[config.mk]
export PLATFORM = sky130hd
export DESIGN_NAME = adder3_stream_stage
export DESIGN_NICKNAME = d
export VERILOG_FILES = /design/src/rtl/adder3_pkg.sv /design/src/rtl/adder3_stream_stage_rca3_core.sv /design/src/rtl/adder3_stream_stage.sv
export SDC_FILE = /design/constraint.sdc
export NUM_CORES = 1
export LEC_CHECK = 0
export ABC_CLOCK_PERIOD_IN_PS = 3500
export CAP_MARGIN = 20
export CELL_PAD_IN_SITES_DETAIL_PLACEMENT = 0
export CELL_PAD_IN_SITES_GLOBAL_PLACEMENT = 1
export CORE_AREA = 2 2 63 65
export CTS_CLUSTER_SIZE = 25
export DETAILED_ROUTE_END_ITERATION = 8
export DIE_AREA = 0 0 65 67
export PLACE_DENSITY_LB_ADDON = 0.1
export SYNTH_ARGS = -nofsm -noshare
export SYNTH_HDL_FRONTEND = slang
export SYNTH_SLANG_ARGS = --single-unit
[constraint.sdc]
create_clock -name clk -period 3.5 [get_ports clk]
set_clock_uncertainty 0.05 [all_clocks]
set_input_delay 0.875 -clock clk [delete_from_list [all_inputs] [get_ports clk]]
set_output_delay 0.875 -clock clk [all_outputs]
set_load 0.02 [all_outputs]
[src/rtl/adder3_pkg.sv]
// Shared types and constants for the 3-bit streaming adder stage.
package adder3_pkg;

    localparam int unsigned OPW = 3;

    typedef struct packed {
        logic [OPW-1:0] a;
        logic [OPW-1:0] b;
        logic           cin;
    } operand_t;

    typedef struct packed {
        logic [OPW-1:0] sum;
        logic           cout;
    } result_t;

endpackage

[src/rtl/adder3_stream_stage_rca3_core.sv]
// Purely combinational 3-stage ripple-carry adder built from full-adder equations.
module rca3_core
    import adder3_pkg::*;
(
    input  logic [OPW-1:0] a_i,
    input  logic [OPW-1:0] b_i,
    input  logic           cin_i,
    output logic [OPW-1:0] sum_o,
    output logic           cout_o
);

    logic [OPW:0] carry;

    always_comb begin
        carry    = '0;
        sum_o    = '0;
        carry[0] = cin_i;
        for (int i = 0; i < int'(OPW); i++) begin
            sum_o[i]     = a_i[i] ^ b_i[i] ^ carry[i];
            carry[i+1]   = (a_i[i] & b_i[i]) | (carry[i] & (a_i[i] ^ b_i[i]));
        end
        cout_o = carry[OPW];
    end

endmodule

[src/rtl/adder3_stream_stage.sv]
// Operand FIFO feeding a ripple-carry core into a registered result slot,
// with a saturating count of carry-out results.
module adder3_stream_stage
    import adder3_pkg::*;
#(
    parameter int unsigned DEPTH = 2,
    parameter int unsigned CNT_W = 8
) (
    input  logic                    clk,
    input  logic                    rst,
    input  logic                    in_valid,
    output logic                    in_ready,
    input  logic [OPW-1:0]          in_a,
    input  logic [OPW-1:0]          in_b,
    input  logic                    in_cin,
    output logic                    out_valid,
    input  logic                    out_ready,
    output logic [OPW-1:0]          out_sum,
    output logic                    out_cout,
    output logic [$clog2(DEPTH):0]  occupancy,
    output logic [CNT_W-1:0]        ovf_cnt,
    input  logic                    clr_cnt
);

    localparam int unsigned PTR_W = $clog2(DEPTH);
    localparam int unsigned OCC_W = $clog2(DEPTH) + 1;
    localparam logic [CNT_W-1:0] CNT_MAX = '1;

    operand_t               mem_q [DEPTH];
    logic [PTR_W-1:0]       wr_ptr_q, wr_ptr_d;
    logic [PTR_W-1:0]       rd_ptr_q, rd_ptr_d;
    logic [OCC_W-1:0]       occ_q, occ_d;
    logic                   out_valid_q, out_valid_d;
    result_t                res_q, res_d;
    logic [CNT_W-1:0]       cnt_q, cnt_d;

    operand_t               beat_in;
    operand_t               head;
    result_t                core_res;
    logic                   push;
    logic                   load;

    assign in_ready = !rst && (occ_q < OCC_W'(DEPTH));
    assign beat_in  = '{a: in_a, b: in_b, cin: in_cin};
    assign head     = mem_q[rd_ptr_q];

    rca3_core u_core (
        .a_i    (head.a),
        .b_i    (head.b),
        .cin_i  (head.cin),
        .sum_o  (core_res.sum),
        .cout_o (core_res.cout)
    );

    // Load whenever a beat is waiting and the result slot is free or draining.
    always_comb begin
        push        = in_valid && in_ready;
        load        = (occ_q != '0) && (!out_valid_q || out_ready);
        wr_ptr_d    = wr_ptr_q;
        rd_ptr_d    = rd_ptr_q;
        out_valid_d = out_valid_q;
        res_d       = res_q;
        cnt_d       = cnt_q;

        if (push) begin
            wr_ptr_d = wr_ptr_q + PTR_W'(1);
        end
        if (load) begin
            rd_ptr_d    = rd_ptr_q + PTR_W'(1);
            res_d       = core_res;
            out_valid_d = 1'b1;
        end else if (out_valid_q && out_ready) begin
            out_valid_d = 1'b0;
        end
        occ_d = occ_q + OCC_W'(push) - OCC_W'(load);

        if (clr_cnt) begin
            cnt_d = '0;
        end else if (load && core_res.cout && (cnt_q != CNT_MAX)) begin
            cnt_d = cnt_q + CNT_W'(1);
        end
    end

    always_ff @(posedge clk or posedge rst) begin
        if (rst) begin
            wr_ptr_q    <= '0;
            rd_ptr_q    <= '0;
            occ_q       <= '0;
            out_valid_q <= 1'b0;
            res_q       <= '0;
            cnt_q       <= '0;
        end else begin
            wr_ptr_q    <= wr_ptr_d;
            rd_ptr_q    <= rd_ptr_d;
            occ_q       <= occ_d;
            out_valid_q <= out_valid_d;
            res_q       <= res_d;
            cnt_q       <= cnt_d;
        end
    end

    // Payload storage needs no reset; occupancy alone qualifies its contents.
    always_ff @(posedge clk) begin
        if (push) begin
            mem_q[wr_ptr_q] <= beat_in;
        end
    end

    assign out_valid = out_valid_q;
    assign out_sum   = res_q.sum;
    assign out_cout  = res_q.cout;
    assign occupancy = occ_q;
    assign ovf_cnt   = cnt_q;

endmodule

Yosys cells after proc, flatten, opt, wreduce, memory -nomap -nowiden
Memory sizes are Yosys's and may differ from the RTL's.
Index checks and enable logic that the tools add are counted.
- add/sub/neg operators: 5
- $lt $le $gt $ge: 1
- equality and inequality tests: 1
- mux-type cells: 6
- bitwise operators: 15
- reduce and logical (&&, ||, !) cells: 12
- operators with widths (kind ; number):
    2-to-1 mux 8 bit ; 2
    adder 8 x 1 -> 8 bit (second input constant) ; 1
    != test 8 bit (second input constant) ; 1
    bitwise AND 1 bit ; 6
    logical AND 1 bit ; 6
    nonzero test 2 bit ; 3
    bitwise XOR 1 bit ; 6
    2-to-1 mux 1 bit ; 4
    bitwise OR 1 bit ; 3
    adder 1 bit (second input constant) ; 2
    adder 2 x 1 -> 2 bit ; 1
    logical NOT 1 bit ; 2
    less-than comparator 2 bit (second input constant) ; 1
    subtractor 2 x 1 -> 2 bit ; 1
    logical OR 1 bit ; 1
- flip-flop bits (word level): 17
- bits in writable memories: 14
- input bits: 12
- output and inout port bits: 16
- word-level logic and storage cells: 48
- memories kept: 1
- memories (memory ; depth ; bits a word ; read ports ; clocked after Yosys merged registers in ; write ports ; RTL line ; source):
    mem_q ; 2 ; 7 ; 1 ; 0 ; 1 ; adder3_stream_stage.sv:29 ; operand_t mem_q [DEPTH];

Depth between registers and ports, before layout
Gate-level depths: netlist of run 1.
An unclocked memory read counts as a cell.
- depth in word-level cells: 12
- gate-level depth with buffers: 10
- depth with buffers taken out: 8

Hierarchy
From an unflattened synthesis of run 1, not the netlist that was laid out.
- cell total of the unflattened synthesis: 118
- area, all modules: 1453.9 um^2
- by module, submodules not included (module ; times used ; cells an instance ; area an instance (um^2) ; sequential area each (um^2)):
    adder3_stream_stage ; 1 ; 105 ; 1356.3 ; 845.8
    rca3_core ; 1 ; 13 ; 97.6 ; 0.0

Least setup slack after synthesis of run 1
Ideal clock, no wire load.
- kind: register to register
- start point: register rd_ptr_q
- end point: register cnt_q[5], in the netlist ovf_cnt[5]
- setup time: 128 ps
- data arrival time: 2969 ps
- data required time: 3322 ps
- setup slack: 353 ps
- cell stages (with the launch flop): 11
- buffers on the path: 2
- clock period less this slack: 3147 ps
- cells stage by stage: dfrtp_1 -> clkbuf_1 -> mux2_2 -> fa_1 -> inv_1 -> fa_1 -> fa_1 -> or3_4 -> buf_6 -> nor4_1 -> mux2_1
- longest elaborated chain between the ends: 11
- elaborated cells on any way between the ends: 16
- those cells by class: 12 x bitwise; 3 x reduce/logical; 1 x memory
- ends and longest elaborated chain (item ; RTL line ; source):
    from (decl) ; adder3_stream_stage.sv:31 ; logic [PTR_W-1:0] rd_ptr_q, rd_ptr_d;
    from (signal assigned) ; adder3_stream_stage.sv:94 ; rd_ptr_q <= rd_ptr_d;
    memory (2 x 7 bit) * ; -- ;
    bitwise XOR 1 bit ; adder3_stream_stage_rca3_core.sv:20 ; carry[i+1] = (a_i[i] & b_i[i]) | (carry[i] & (a_i[i] ^ b_i[i]));
    bitwise AND 1 bit ; adder3_stream_stage_rca3_core.sv:20 ;
    bitwise OR 1 bit ; adder3_stream_stage_rca3_core.sv:20 ;
    bitwise AND 1 bit ; adder3_stream_stage_rca3_core.sv:20 ;
    bitwise OR 1 bit ; adder3_stream_stage_rca3_core.sv:20 ;
    bitwise AND 1 bit ; adder3_stream_stage_rca3_core.sv:20 ;
    bitwise OR 1 bit * ; adder3_stream_stage_rca3_core.sv:20 ;
    logical AND 1 bit * (2 in series) ; adder3_stream_stage.sv:79 ; end else if (load && core_res.cout && (cnt_q != CNT_MAX)) begin
    nonzero test 2 bit (no line) * ; -- ;
    to (signal assigned) ; adder3_stream_stage.sv:98 ; cnt_q <= cnt_d;
    to (decl) ; adder3_stream_stage.sv:35 ; logic [CNT_W-1:0] cnt_q, cnt_d;
Mark *: on every way between the ends. The rest lies on a longest branch, timed or not.
A chain may end at the register's enable or synchronous reset.

Worst setup path in the final report of run 1
- start point: input rst
- end point: output in_ready
- longest elaborated chain between the ends: 2
- ends and longest elaborated chain (item ; RTL line ; source):
    from (decl) ; adder3_stream_stage.sv:10 ; input logic rst,
    logical NOT 1 bit (no line) ; -- ;
    logical AND 1 bit ; adder3_stream_stage.sv:43 ; assign in_ready = !rst && (occ_q < OCC_W'(DEPTH));
    to (decl) ; adder3_stream_stage.sv:12 ; output logic in_ready,
Every way passes these cells.

==> flow_summary.yaml, run 1 <==
clock_tree:
  post_cts_resize_count: 0
  htreeDepth: 2
  cts_tree: "yes"
  cts_buffer_depth: 2
  cts_hold_buf: 0
  path_clk_slew_ns: 0.06
  root_buffer: "clkbuf_8"
  clock_sinks: 31
  numCtsBuffers: 5
  post-cts-setup-buffers: 0
  clkLatencyLatePin_ns: 0.29
finish:
  nFillCells: 317
  synthToLayoutAreaGrowth_pct: 30.9
  seq_area_sq_um: 846
  diodes: 0
  finalNetCount: 161
  mostFrequentLayoutCells: "clkdlybuf4s50_1 (27), dfrtp_1 (17), edfxtp_1 (14)"
  layout_commonest_cell: "clkdlybuf4s50_1"
  drive_gt1_share_pct: 9.03
  multi_input_area_sq_um: 508
grt:
  grt_max_degree: 18
  grt_antenna_before_repair: 0
  first_global_vias: 842
  grt_use_total_pct: 13.6
  grt_pass1_wl_microns: 4100
  overflow: 0
detailed_routing:
  via_per_inst: 4.74
  drtPass1Iterations: 4
  wl_per_cell_microns: 13.2
  wirelength_microns: 2530
  drt_iter0_drc: 64
  drc: 0
  num_vias: 911
  detail-route-antenna-nets: 0
timing:
  worst_pin_slew_ns: 0.626
  rsz0062_at_grt: "no"
  fmax_ghz: 0.332
  timing.hold.ws_ns: 0.433
  final-hold-violation-count: 0
  relSlewSlack_pct: 58.1
  finalSetupViolCount: 0
  setup_tns_ns: 0
  fin_ws_ns: 0.490
  min_period_ns: 3.01
  slew_violations: 0
  min_period_over_period_pct: 86.0
placement:
  place_congestion: 0.741
  dp_slack_ns: 0.485
  portBuffers: 27
  dp_hpwl_microns: 1870
yosys:
  synth_cells: 111
  avgSynthCellArea_sq_um: 12.6
  netlist_area_sq_um: 1400
  synth_warnings: 0
  yosysSeqAreaShare_pct: 60.6
  synth_seq_cells: 31
  ys_types: 31
  syn_nets: 129
critical_path:
  critPathKind: "in -> out"
  path_max_fanout: 3
  worstSetupEndpointType: "output port"
  cp.arrival_ns: 2.08
  r2r-start: "rd_ptr_q"
  critPathLaunchType: "primary input"
  critPathLaunch: "rst"
  crit_required_ns: 2.57
floorplan:
  start_util_pct: 38.7
  io_pins: 28
  core-area_sq_um: 3610
  die_h_microns: 67
  rows: 22
  fp.dieW_microns: 65
  die_area_sq_um: 4360
power_and_ir_drop:
  p_leak_nw: 0.709
  p_per_area_nw_per_um2: 729
  ir_drop_v: 0.000420
outcome:
  outcome: "finished clean"
worst_hold_path:
  hp-class: "reg -> reg"
  hold_start: "out_sum[2]"
flow_run:
  maxCapViolations: 0
-- where the power goes --
part / switching, mW / internal, mW
combinational: 0.243 / 0.233
clock: 0.130 / 0.208
sequential: 0.0550 / 0.461
total: 0.428 / 0.902
-- cell usage after synthesis (all sizes together) --
cell type | number | share of area [%]
mux2i | 4 | 2.9
or3 | 3 | 1.7
nor2 | 7 | 1.9
o21ai | 5 | 1.8
nand3b | 1 | 0.54
fa | 3 | 4.3
dfrtp | 17 | 30
edfxtp | 14 | 30
inv | 5 | 1.3
a21oi | 6 | 2.2
xnor2 | 4 | 2.5
ha | 3 | 2.7
o31ai | 3 | 1.6
nor2b | 3 | 1.3
clkbuf | 2 | 0.54
nand4 | 1 | 0.45
and3 | 1 | 0.45
nand3 | 4 | 1.4
or4 | 2 | 1.1
nor4 | 2 | 0.90
mux2 | 5 | 4.0
nand2b | 1 | 0.45
buf | 2 | 1.1
a311oi | 1 | 0.63
nand2 | 10 | 2.7
a21boi | 1 | 0.54
nor3 | 1 | 0.36
-- metrics by stage --
| stage | instances | util [%] | area [sq um] | total power, mW |
|---|---|---|---|---|
| after global routing | 192 | 50.6 | 1830 | 1.43 |
| after global placement | 184 | 47.6 | 1720 | 1.00 |
| final | 192 | 50.6 | 1830 | 1.33 |
| after floorplan | 111 | - | 1400 | 0.829 |
| after CTS | 192 | 50.6 | 1830 | 1.35 |
| after detailed placement | 184 | 47.6 | 1720 | 1.01 |
-- cells by family after synthesis --
group                      synth area share [%]
and+or+nand+nor                            13.3
xor gates and xnor gates                   2.51
adders and majority gates                  7.00
AOI/OAI and AO/OA                          6.73
buffers and inverters                      2.96
DFF                                        60.6
muxes                                      6.91
-- layer usage --
layer / up-vias / part of all wire (%) / track usage (%)
li1: 463 / - / -
met1: 414 / 50 / 19.4
met2: 27 / 42 / 17.3
met3: 7 / 5.4 / 3.55
met4: 0 / 2.5 / 10.4
met5: - / 0 / 0
-- critical path, cell delays in order --
cell and delay (ns):
clkdlybuf4s50_1 0.41, nor2_1 0.17, clkdlybuf4s50_1 0.63
-- layout make-up --
| cell class | instances | area share, % |
|---|---|---|
| clock buffers | 5 | 3.77 |
| clock inverters | 3 | 2.12 |
| inverters | 5 | 1.03 |
| multi-input cells | 71 | 27.8 |
| flip-flops and latches | 31 | 46.3 |
| well taps | 48 | 3.29 |
| repair buffers | 29 | 15.6 |
-- state kept, by name, summed over array words and instances, names as in the netlist --
signal	cells
occupancy	2
wr_ptr_q	1
mem_q	14
out_valid	1
out_cout	1
rd_ptr_q	1
ovf_cnt	8
out_sum	3
-- worst paths after layout --
| kind | to | slack (ns) | cells after the start |
|---|---|---|---|
| setup / recovery | in_ready | 0.49 | 3 |
| hold / removal | out_sum[2] | 0.43 | 2 |
| setup reg to reg | ovf_cnt[5] | 0.50 | 8 |
| hold reg to reg | out_sum[2] | 0.43 | 2 |
| max in group asynchronous | ovf_cnt[5] | 2.05 | 2 |
| min in group asynchronous | rd_ptr_q | 0.94 | 2 |
(Power assumes the default switching activity.)
==> run 2, diff against run 1 <==
--- a/config.mk
+++ b/config.mk
@@ -6,8 +6,7 @@
 export NUM_CORES = 1
 export LEC_CHECK = 0
 export ABC_CLOCK_PERIOD_IN_PS = 3500
-export CAP_MARGIN = 20
-export CELL_PAD_IN_SITES_DETAIL_PLACEMENT = 0
+export CELL_PAD_IN_SITES_DETAIL_PLACEMENT = 1
 export CELL_PAD_IN_SITES_GLOBAL_PLACEMENT = 1
 export CORE_AREA = 2 2 63 65
 export CTS_CLUSTER_SIZE = 25
==> run 2 against run 1 <==
  * Non-clock buffer count stayed put
  * First-iteration DRC count down 42%
  * Largest power group unchanged
  * Global-route usage rose by 1.2 points
  * Fmax fell by 2.8%
  * Largest cell class unchanged
  * Wire length grew 13%
  * Sequential share of layout area is 0.71 points higher
  * Clock power fell by 26%
  * Sequential cell count stayed put
==> flow_summary.yaml, run 2 (synthesis gave the netlist of run 1 again) <==
timing:
  final-hold-violation-count: 0
  fmax_ghz: 0.323
  rsz0062_at_grt: "no"
  slew_violations: 0
  fin_ws_ns: 0.404
  min_period_ns: 3.10
  setup_tns_ns: 0
  timing.hold.ws_ns: 0.433
  worst_pin_slew_ns: 0.642
  finalSetupViolCount: 0
  min_period_over_period_pct: 88.5
  relSlewSlack_pct: 57.0
critical_path:
  critPathLaunchType: "primary input"
  cp.arrival_ns: 2.17
  crit_family: "buffers and inverters"
  cp_num_buf_inv: 2
  critPathMostFrequentCell: "clkdlybuf4s50_1"
  cpPeakStageDelay_ns: 0.65
  crit_required_ns: 2.57
  slowest_stage: "clkdlybuf4s50_1"
  crit_chain: "clkdlybuf4s50_1 > nor2_1 > clkdlybuf4s50_1"
  path_max_fanout: 3
  critPathKind: "in -> out"
  worstSetupEndpointType: "output port"
grt:
  grt_antenna_before_repair: 0
  grt_max_degree: 18
  grt_pass1_wl_microns: 4630
  grt_busiest_layer: "met2"
  first_global_vias: 966
  grt_use_total_pct: 14.8
  overflow: 0
  grt_use_met3_pct: 5.74
  use_met1_pct: 20.6
  met2_usage_pct: 21.5
placement:
  portBuffers: 27
  place_congestion: 0.741
  dp_slack_ns: 0.397
  placed_cell_area_sq_um: 1720
  dp.cells: 184
  dp_hpwl_microns: 2230
power_and_ir_drop:
  p_per_area_nw_per_um2: 701
  power_switching_mw: 0.421
  power_mw: 1.26
  p_leak_nw: 0.693
  pwr-share-clk_pct: 19.9
  switching_share_pct: 33.4
  ir_drop_v: 0.000364
  p_seq_share_pct: 41.2
  p_int_mw: 0.839
  comb_power_share_pct: 38.9
clock_tree:
  cts_hold_buf: 0
  cts_tree: "yes"
  numCtsBuffers: 5
  cts_buffer_depth: 2
  root_buffer: "clkbuf_8"
  clkLatencyLatePin_ns: 0.27
  post-cts-setup-buffers: 0
  post_cts_resize_count: 0
  htreeDepth: 2
  path_clk_slew_ns: 0.05
  clock_sinks: 31
finish:
  layout_commonest_cell: "clkdlybuf4s50_1"
  largest_reg_flops: 14
  drive_gt1_share_pct: 7.64
  stdcell_area_sq_um: 1800
  stdcell_count: 192
  regMostFlops: "mem_q"
  synthToLayoutAreaGrowth_pct: 28.9
  post-route-util_pct: 49.9
  mostFrequentLayoutCells: "clkdlybuf4s50_1 (27), dfrtp_1 (17), edfxtp_1 (14)"
  finalNetCount: 161
  diodes: 0
detailed_routing:
  detail-route-antenna-nets: 0
  drtPass1Iterations: 4
  num_vias: 943
  wirelength_microns: 2850
  wl_per_cell_microns: 14.8
  drt_iter0_drc: 37
  drc: 0
  via_per_inst: 4.91
floorplan:
  die_h_microns: 67
  start_util_pct: 38.7
  core-area_sq_um: 3610
  rows: 22
  die_area_sq_um: 4360
  io_pins: 28
  fp.dieW_microns: 65
outcome:
  outcome: "finished clean"
worst_hold_path:
  hp-class: "reg -> reg"
flow_run:
  maxCapViolations: 0
[run 2: worst register-to-register path: cells and delay by family (launching register included)]
family	cells	cell delay (ns)
adder cells (fa/ha/maj)	3	0.94
AND/OR/NAND/NOR	2	0.87
multiplexers	2	0.62
flip-flops	1	0.42
buffers and inverters	1	0.05
[run 2: final cells by class]
type / count / area [sq um]
Tap cell: 48 / 60.1
Clock buffer: 8 / 80.1
Sequential cell: 31 / 846
Fill cell: 392 / 1810
Multi-Input combinational cell: 71 / 508
Timing Repair Buffer: 29 / 285
Inverter: 5 / 18.8
[run 2: power by group through the flow]
stage               Sequential (mW)  Clock (mW)  Combinational (mW)
floorplan                     0.564           0               0.265
global placement              0.521           0               0.483
global route                  0.531       0.275               0.546
detailed placement            0.527           0               0.500
CTS                           0.520       0.263               0.504
finish                        0.519       0.251               0.490
[run 2: path summary, 6_finish.rpt]
kind,startpoint,end,slack [ns],cells past startpoint
setup / recovery,rst,in_ready,0.40,3
min in group asynchronous,rst,wr_ptr_q,0.98,2
max in group asynchronous,rst,ovf_cnt[6],2.01,2
setup reg to reg,rd_ptr_q,ovf_cnt[5],0.44,8
hold reg to reg,out_sum[2],out_sum[2],0.43,2
hold / removal,out_sum[2],out_sum[2],0.43,2
[run 2: per-layer routing]
| layer | wire, microns | vias up |
|---|---|---|
| met5 | 0 | - |
| met4 | 13 | 0 |
| met3 | 119 | 2 |
| met2 | 1340 | 20 |
| met1 | 1370 | 460 |
| li1 | - | 461 |
